## src/rtl/bus_cache.sv

```systemverilog
// bus_cache: direct-mapped, one-word-per-line, write-through, no-write-allocate
// cache between the CPU memory bus and a backing memory with the same handshake.
// Hits return in one cycle. Read misses fill a line. Every write goes to memory.
// A whole-cache invalidate and saturating hit/miss counters are also provided.
module bus_cache #(
  parameter int INDEX_BITS = 4,
  parameter int CNT_W      = 16
) (
  input  logic             clk,
  input  logic             rst,
  input  logic [31:0]      addr,
  input  logic [31:0]      data_in,
  input  logic             mem_wr,
  input  logic             mem_re,
  output logic [31:0]      data_out,
  output logic             mem_ready,
  input  logic             inv,
  output logic [31:0]      ext_addr,
  output logic [31:0]      ext_data_in,
  input  logic [31:0]      ext_data_out,
  output logic             ext_wr,
  output logic             ext_re,
  input  logic             ext_ready,
  output logic [CNT_W-1:0] hit_count,
  output logic [CNT_W-1:0] miss_count
);

  localparam int LINES = 1 << INDEX_BITS;
  localparam int TAG_W = 32 - INDEX_BITS - 2;

  typedef enum logic [1:0] {IDLE, FILL, WRITE, RESP} state_t;

  state_t state_q, state_d;

  logic [LINES-1:0] lineValid_q, lineValid_d;
  logic [TAG_W-1:0] tagArr_q  [LINES];
  logic [31:0]      dataArr_q [LINES];

  logic [31:0]      addr_q, addr_d;
  logic [31:0]      wdata_q, wdata_d;
  logic [31:0]      dout_q, dout_d;
  logic [CNT_W-1:0] hitCnt_q, hitCnt_d;
  logic [CNT_W-1:0] missCnt_q, missCnt_d;

  logic                  lineWe;
  logic [INDEX_BITS-1:0] lineIdx;
  logic [TAG_W-1:0]      lineTag;
  logic [31:0]           lineData;

  logic [INDEX_BITS-1:0] reqIdx, latchIdx;
  logic [TAG_W-1:0]      reqTag, latchTag;
  logic                  reqHit;

  assign reqIdx   = addr[INDEX_BITS+1:2];
  assign reqTag   = addr[31:INDEX_BITS+2];
  assign latchIdx = addr_q[INDEX_BITS+1:2];
  assign latchTag = addr_q[31:INDEX_BITS+2];
  assign reqHit   = lineValid_q[reqIdx] && (tagArr_q[reqIdx] == reqTag);

  // Next-state, datapath latching and line-update decisions for the controller
  always_comb begin
    state_d     = state_q;
    lineValid_d = lineValid_q;
    addr_d      = addr_q;
    wdata_d     = wdata_q;
    dout_d      = dout_q;
    hitCnt_d    = hitCnt_q;
    missCnt_d   = missCnt_q;
    lineWe      = 1'b0;
    lineIdx     = reqIdx;
    lineTag     = reqTag;
    lineData    = data_in;
    unique case (state_q)
      IDLE: begin
        if (inv) begin
          lineValid_d = '0;
        end else if (mem_wr) begin
          addr_d  = addr;
          wdata_d = data_in;
          lineWe  = reqHit;
          state_d = WRITE;
        end else if (mem_re && reqHit) begin
          dout_d = dataArr_q[reqIdx];
          if (hitCnt_q != {CNT_W{1'b1}}) hitCnt_d = hitCnt_q + 1'b1;
          state_d = RESP;
        end else if (mem_re) begin
          addr_d = addr;
          if (missCnt_q != {CNT_W{1'b1}}) missCnt_d = missCnt_q + 1'b1;
          state_d = FILL;
        end
      end
      FILL: begin
        if (ext_ready) begin
          lineWe               = 1'b1;
          lineIdx              = latchIdx;
          lineTag              = latchTag;
          lineData             = ext_data_out;
          lineValid_d[latchIdx] = 1'b1;
          dout_d               = ext_data_out;
          state_d              = RESP;
        end
      end
      WRITE: begin
        if (ext_ready) state_d = RESP;
      end
      RESP: begin
        state_d = IDLE;
      end
      default: state_d = IDLE;
    endcase
  end

  // Controller and datapath registers; reset abandons any transaction in flight
  always_ff @(posedge clk) begin
    if (rst) begin
      state_q     <= IDLE;
      lineValid_q <= '0;
      addr_q      <= '0;
      wdata_q     <= '0;
      dout_q      <= '0;
      hitCnt_q    <= '0;
      missCnt_q   <= '0;
    end else begin
      state_q     <= state_d;
      lineValid_q <= lineValid_d;
      addr_q      <= addr_d;
      wdata_q     <= wdata_d;
      dout_q      <= dout_d;
      hitCnt_q    <= hitCnt_d;
      missCnt_q   <= missCnt_d;
    end
  end

  // Tag and data storage; contents are meaningless until the valid bit is set
  always_ff @(posedge clk) begin
    if (!rst && lineWe) begin
      tagArr_q[lineIdx]  <= lineTag;
      dataArr_q[lineIdx] <= lineData;
    end
  end

  assign mem_ready   = (state_q == RESP);
  assign ext_re      = (state_q == FILL);
  assign ext_wr      = (state_q == WRITE);
  assign ext_addr    = addr_q & 32'hFFFF_FFFC;
  assign ext_data_in = wdata_q;
  assign data_out    = dout_q;
  assign hit_count   = hitCnt_q;
  assign miss_count  = missCnt_q;

endmodule

```

## config.mk

```make
export PLATFORM = sky130hd
export DESIGN_NAME = bus_cache
export DESIGN_NICKNAME = d
export VERILOG_FILES = /design/src/rtl/bus_cache.sv
export SDC_FILE = /design/constraint.sdc
export NUM_CORES = 1
export LEC_CHECK = 0
export ABC_AREA = 1
export CAP_MARGIN = 40
export CELL_PAD_IN_SITES_DETAIL_PLACEMENT = 1
export CELL_PAD_IN_SITES_GLOBAL_PLACEMENT = 1
export CORE_UTILIZATION = 41
export DETAILED_ROUTE_END_ITERATION = 7
export PLACE_DENSITY_LB_ADDON = 0.1
export SLEW_MARGIN = 40
export SYNTH_ARGS = -nofsm -noshare
export SYNTH_HDL_FRONTEND = slang
export SYNTH_SLANG_ARGS = --single-unit
```

## constraint.sdc

```tcl
create_clock -name clk -period 8.6 [get_ports clk]
set_clock_uncertainty 0.15 [all_clocks]
set_input_delay 0.86 -clock clk [delete_from_list [all_inputs] [get_ports clk]]
set_output_delay 0.86 -clock clk [all_outputs]
set_load 0.01 [all_outputs]
```

==> metrics.md, run 1 <==
| Metric | Value |
|---|---|
| Status | `finished, final reports clean` |
| Top-area cell type share of the netlist area | `62.44%` |
| TritonCTS clock tree | `built` |
| Vias in the first global route | `32,460` |
| #FFs+latches synth | `~1,100` |
| Setup violators final | `0` |
| Avg Cell Area, Syn | `10.85 sq um` |
| Power per cell area | `250.0 nW/um^2` |
| Critical Path RT | `8790 ps` |
| Antenna viol nets, final | `0` |
| Final WL | `141.2 mm` |
| Die span in x | `331.9 um` |
| Cell area after synthesis | `44,630 sq um` |
| Min Tclk post-route | `5933 ps` |
| Pins Over Slew Limit | `0` |
| Total power | `about 13 mW` |
| Total Neg Setup Slack | `0 ps` |
| Pleak | `18.58 nW` |
| Synth area leader | `edfxtp_1` |
| Total Nets Final | `roughly 4,400` |
| Clock Latency Late Sink | `710 ps` |
| First-pass DRT Iterations | `5` |
| First-pass GRT wire length | `209.5 mm` |
| Via count | `between 30,000 and 40,000` |
| Proportion of layout cells with a drive suffix above 1 | `6.899%` |
| Synth top area cells | `edfxtp_1 (62%), dfxtp_1 (6.5%), nand2_1 (6.4%)` |
| Sink Count | `1,072` |
| Clk slew on worst S/H paths | `about 60 ps` |
| Congestion Overflow GR | `0` |
| Sequential share of the synthesized area | `68.90%` |
| Final period utilization | `68.99%` |
| Clock root cell | `clkbuf_16` |
| Unique masters post-synth | `38` |
| Max Fclk | `168.5 MHz` |
| Largest net degree at the start of global routing | `approximately 130` |
| RSZ-0062 raised after global routing | `no` |
| Register area | `about 31,000 sq um` |
| Peak VDD IR | `184.1 uV` |
| CP endpoint kind | `flip-flop` |
| Hold Path Class | `flip-flop to flip-flop` |
| Slew @ Worst Pin | `869.5 ps` |
| CP startpoint kind | `input pin` |
| Final Util | `48.58%` |
| Final hold violation count | `0` |
| Die footprint | `110,200 sq um` |
| Initial antenna violation count | `3` |
| Relative slew slack | `42.04%` |
| Crit Path Category | `input pin to flip-flop` |
| Starting Density | `about two fifths` |
| DR WL/cell | `24.36 um` |
| Die Height | `331.9 um` |
| Post-Synthesis Cells | `4,112` |
| Final Hold Slack | `about 300 ps` |
| Hpwl dp | `75.74 mm` |
| Max H-tree Level | `3` |
| Max-cap viol count | `0` |
| Clock buffer depth | `3` |
| CTS Buf Count | `115` |
| Synth-to-Final Area Change | `17.03%` |
| Worst-path maximum fanout | `109` |
| Tot GR Track Use | `about a quarter` |
| Post-CTS sizing | `0` |
| FILL cells | `roughly 11,000` |
| DRC viols | `0` |
| Gpl congestion | `between 0.7 and 0.8` |
| I/O pins | `about 230` |
| Area of the multi-input gates | `about 12,000 sq um` |
| Rows | `120` |
| 1st-iter DRT viols | `2,469` |
| Worst EP arrival | `6130 ps` |
| Via/cell ratio | `5.546` |
| Yosys warning total | `0` |
| Hold buffers post-CTS | `0` |
| Postcts setup bufs | `0` |
| PortBufs | `228` |
| Core area | `107,500 sq um` |
[path summary, 6_finish.rpt]
kind | startpoint | endpoint | slack, ps | depth (start not counted)
setup / recovery | addr[2] | dataArr_q[8][27]$_DFFE_PP_ | 2670 | 18
hold / removal | lineValid_q[15]$_SDFFE_PP0P_ | lineValid_q[15]$_SDFFE_PP0P_ | 300 | 2
setup reg to reg | state_q[0]$_SDFFE_PP0P_ | dataArr_q[8][27]$_DFFE_PP_ | 3510 | 13
hold reg to reg | lineValid_q[15]$_SDFFE_PP0P_ | lineValid_q[15]$_SDFFE_PP0P_ | 300 | 2
[final cells by class]
class                           instances  area share [%]
Clock buffer                          161           6.137
Inverter                              242           1.799
Antenna cell                            1        0.004791
Clock inverter                         58          0.8768
Timing Repair Buffer                  320           6.152
Sequential cell                      1072           58.87
Multi-Input combinational cell       2539           22.80
Tap cell                             1403           3.361
[metal layers]
metal / vias up / global-route usage [%] / part of all wire, %
met5: - / 0 / 0.032
li1: 14710 / - / -
met4: 6 / 8.402 / 3.3
met2: 833 / 41.78 / 47
met3: 232 / 4.198 / 5.3
met1: 16370 / 34.17 / 44
[flip-flops by register name, indices dropped and copies added (netlist names)]
signal and cells:
dataArr_q 512, lineValid_q 16, hit_count 16, ext_data_in 32
data_out 32, miss_count 16, tagArr_q 416, addr_q 30
state_q 2
[kinds of logic after synthesis]
group / share of synthesized area [%]
simple gates: 16.15
flops: 68.90
compound gates: 9.151
buf+inv: 4.805
xor+xnor: 0.5495
mux: 0.2691
fa+ha+maj: 0.1682
other cells: 0.008402
[critical path, stage by stage]
cell and delay, ps:
buf_8 590, inv_8 250, buf_16 300, buf_4 380, o21ai_0 310, o211ai_1 150
nand3_1 160, nand2_1 60, nand2_1 60, nand2_1 50, nor2_1 180, nand2_1 90
nor2_2 350, nand2_1 190, o21ai_1 270, nand2_2 410, nor2_4 700, buf_4 540
[layout by cell type (no fill, tap or decap), types with 20 or more instances in the layout]
cell,instances
a21oi_1,92
buf_4,68
clkbuf_1,35
clkbuf_16,119
clkdlybuf4s50_1,224
clkinv_1,24
clkinv_2,24
dfxtp_1,144
edfxtp_1,928
inv_1,230
nand2_1,757
nand3_1,333
nand4_1,20
nor2_1,615
o211ai_1,28
o21ai_0,428
o221ai_1,99
o22ai_1,30
[synthesized netlist by cell type]
cell type  count
buf_1         32
o22ai_1       30
o221ai_1      99
conb_1         1
dfxtp_1      144
nand2_2        2
nor4_1         6
o21ai_0      432
a21boi_1       1
clkinv_1       4
a41oi_1        1
nor2_1       633
nand3_4        1
nand3_2        1
o211ai_1      28
mux2i_1       12
xnor2_1       10
nand4_1       20
nor2_2         2
buf_2         58
nand2_1      760
edfxtp_1     928
or2_2          1
nand2_4        1
nand3_1      333
o21ai_1       18
nor3_1        16
a31oi_1       13
buf_8          1
xor2_1        18
clkbuf_1     139
inv_1        233
buf_6         17
a221oi_1       1
inv_2          5
a21oi_1       92
buf_4         13
ha_1           6
[power breakdown]
group | switching (mW) | total (mW) | internal, mW
Clock | 2.07 | 4.84 | 2.77
Combinational | 1.45 | 2.06 | 0.610
Sequential | 0.102 | 6.16 | 6.06
[stage by stage]
step / cell area (sq um) / instances / setup slack (ps)
after global placement: 48370 / 5570 / 1869
after CTS: 52150 / 5792 / 2777
after floorplan: 44630 / 4113 / 2878
final: 52230 / 5796 / 2667
after global routing: 52230 / 5795 / 2511
after detailed placement: 48480 / 5573 / 2132
(Power assumes the default switching activity.)
==> run 2: changes to the inputs <==
Clock period 8.6 ns to 5.3 ns, I/O delays scaled along.
==> run 2 against run 1 <==
Effect of this change:
- sequential power rose by 62%
- global-route usage rose by 0.25 points
- first-iteration DRC count fell by 2.2%
- cell area rose by 0.82%
- highest routed layer unchanged
- combinational power rose by 64%
- wire length rose by 0.61%
- clock power rose by 62%
- core utilization rose by 0.40 points
- critical path depth rose by 2
- hold slack got worse by 11 ps
- largest power group unchanged
==> metrics.md, run 2 (same netlist as run 1, synthesis figures left out) <==
| Metric | Value |
|---|---|
| Congestion Overflow GR | `0 (unchanged)` |
| Total Nets Final | `4,430 (+0.73%)` |
| First-pass GRT wire length | `212.7 mm (+1.6%)` |
| Via/cell ratio | `5.520 (-0.47%)` |
| Worst EP arrival | `4490 ps (-1640 ps)` |
| Share of power burned in combinational logic | `16.0% (+0.2 points)` |
| Final Hold Slack | `289.5 ps (-11.36 ps)` |
| Max reg flops | `512 (unchanged)` |
| Clk slew on worst S/H paths | `60 ps (about the same)` |
| Most common cell after layout, fill and taps aside | `edfxtp_1` |
| Pins Over Slew Limit | `0 (unchanged)` |
| Antenna viol nets, final | `0 (unchanged)` |
| Final period utilization | `between 80% and 90%` |
| Crit Path Category | `input pin to flip-flop` |
| Critical Path RT | `5550 ps (-3240 ps)` |
| Gpl congestion | `0.7964 (+2.5%)` |
| Max-cap viol count | `0 (unchanged)` |
| Reg2reg setup slack | `1520 ps (-1990 ps)` |
| TritonCTS clock tree | `built` |
| R2R Path End | `tagArr_q[6][3]$_DFFE_PP_` |
| PortBufs | `228 (unchanged)` |
| Core area | `107,500 sq um (unchanged)` |
| Sw Ratio | `27.70% (about the same)` |
| Clock root cell | `clkbuf_16` |
| Sequential fraction of design power | `47.2% (about the same)` |
| CP startpoint | `addr[2]` |
| Most frequent cells in the layout | `edfxtp_1 (928), nand2_1 (758), nor2_1 (615)` |
| Clock Latency Late Sink | `710 ps (about the same)` |
| Status | `finished, final reports clean` |
| Hold buffers post-CTS | `0 (unchanged)` |
| Vias in the first global route | `33,340 (+2.7%)` |
| Final hold violation count | `0 (unchanged)` |
| Hold path startpoint | `data_in[1]` |
| Hold Path Class | `input pin to flip-flop` |
| Synth-to-Final Area Change | `17.99%` |
| Final WL | `142.0 mm (+0.61%)` |
| Design Area, Final | `52,660 sq um (+0.82%)` |
| Max Fclk | `235.8 MHz` |
| Peak VDD IR | `308.9 uV (+68%)` |
| 1st-iter DRT viols | `2,414 (-2.2%)` |
| Postcts setup bufs | `0 (unchanged)` |
| Power per cell area | `402.4 nW/um^2 (+61%)` |
| DRC viols | `0 (unchanged)` |
| Via count | `32,160 (+0.050%)` |
| Tot GR Track Use | `25.64% (+0.25 points)` |
| Proportion of layout cells with a drive suffix above 1 | `7.623% (+0.72 points)` |
| Hpwl dp | `81.87 mm (+8.1%)` |
| Die span in x | `331.9 um (unchanged)` |
| Cells on worst reg2reg path | `18 (+5)` |
| Die footprint | `110,200 sq um (unchanged)` |
| Largest regs | `dataArr_q: 512 flops, tagArr_q: 416 flops` |
| I/O pins | `233 (unchanged)` |
| Starting Density | `41.52% (unchanged)` |
| CTS Buf Count | `113 (-1.7%)` |
| Sink Count | `1,072 (unchanged)` |
| P_int | `15.32 mW (+62%)` |
| Max H-tree Level | `3 (unchanged)` |
| Min Tclk post-route | `between 4000 and 5000 ps` |
| Initial antenna violation count | `6 (+3)` |
| Largest Register | `dataArr_q` |
| Relative slew slack | `43.64% (+1.6 points)` |
| Slew @ Worst Pin | `845.4 ps (-24.02 ps)` |
| RSZ-0062 raised after global routing | `no` |
| Die Height | `331.9 um (unchanged)` |
| Pleak | `18.77 nW (+0.99%)` |
| Switching pwr | `5.871 mW (+62%)` |
| Post-DP Area | `49,030 sq um (+1.1%)` |
| Setup violators final | `0 (unchanged)` |
| Clk pwr share | `36.9% (-0.2 points)` |
| Post-CTS sizing | `0 (unchanged)` |
| Setup crit end | `tagArr_q[6][3]$_DFFE_PP_` |
| Rows | `120 (unchanged)` |
| Worst-path maximum fanout | `48 (-56%)` |
| R2R Path Start | `tagArr_q[0][11]$_DFFE_PP_` |
| Clock buffer depth | `3 (unchanged)` |
| DR WL/cell | `24.38 um (about the same)` |
| CP startpoint kind | `input pin` |
| Largest net degree at the start of global routing | `154 (+22%)` |
| CP endpoint kind | `flip-flop` |
| First-pass DRT Iterations | `5 (unchanged)` |
[run 2: cell count changes in the layout (fill, tap and decap cells not counted), moves of 2 or more]
cell and delta:
buf_4 +23, buf_12 +21, buf_6 -9, clkinv_2 -8, clkbuf_16 -6, o21ai_0 -5, o21ai_2 +5, clkbuf_8 +3
bufinv_16 +2, clkbuf_4 +2, inv_6 +2
[run 2: how the worst min path moves through the flow]
stage,endpoint,slack (ps),depth (start not counted)
floorplan,lineValid_q[15]$_SDFFE_PP0P_,280,2
CTS,ext_data_in[20]$_SDFFE_PP0P_,260,3
global placement,lineValid_q[13]$_SDFFE_PP0P_,290,2
detailed placement,lineValid_q[15]$_SDFFE_PP0P_,290,2
global route,ext_data_in[20]$_SDFFE_PP0P_,310,3
finish,ext_data_in[1]$_SDFFE_PP0P_,290,3
[run 2: stage by stage]
stage	std cells	util, %	total power [mW]	setup WS, ps	TNS, ps
3_3_place_gp	5610	45.58	13.47	424.9	0
6_report	5826	48.98	21.19	1059	0
5_1_grt	5824	48.98	21.99	836.3	0
3_5_place_dp	5610	45.61	13.56	413.8	0
2_1_floorplan	4113	-	11.93	-92.50	-53650
4_1_cts	5824	48.98	21.38	1127	0
[run 2: area by class of cell]
cell class | count | area (sq um)
diodes | 2 | 5.005
clock buffers | 159 | 3108
clock inverters | 55 | 511.7
fillers | 11480 | 54840
inverters | 242 | 935.9
multi-input cells | 2539 | 11920
flip-flops and latches | 1072 | 30750
well taps | 1403 | 1755
repair buffers | 354 | 3677
[run 2: power by group through the flow]
stage / Clock (mW) / Sequential [mW] / Combinational, mW
finish: 7.82 / 9.99 / 3.38
global route: 8.26 / 10.0 / 3.71
CTS: 7.97 / 9.99 / 3.41
detailed placement: 0 / 10.2 / 3.40
global placement: 0 / 10.2 / 3.31
floorplan: 0 / 10.2 / 1.71
[run 2: critical path, stage by stage]
cell and delay, ps:
buf_8 210, inv_8 260, buf_4 450, buf_4 450, nand2_1 90, nand3_1 80
nand2_1 90, nor2_1 100, nor2_1 60, a21oi_1 130, nand2_1 70, nor2_1 80
nand2_1 70, nor2_2 190, nand2_1 150, o21ai_1 270, nand2_1 90, buf_4 260
nor2_4 500, buf_12 250
[run 2: per-layer routing]
metal  share of wire (%)  GRT usage [%]  routed length, um
met1                  44          34.66              63090
met4                 2.6          7.644               3668
met3                 5.2          3.772               7336
met2                  48          42.76              67890
met5               0.030              0                 43
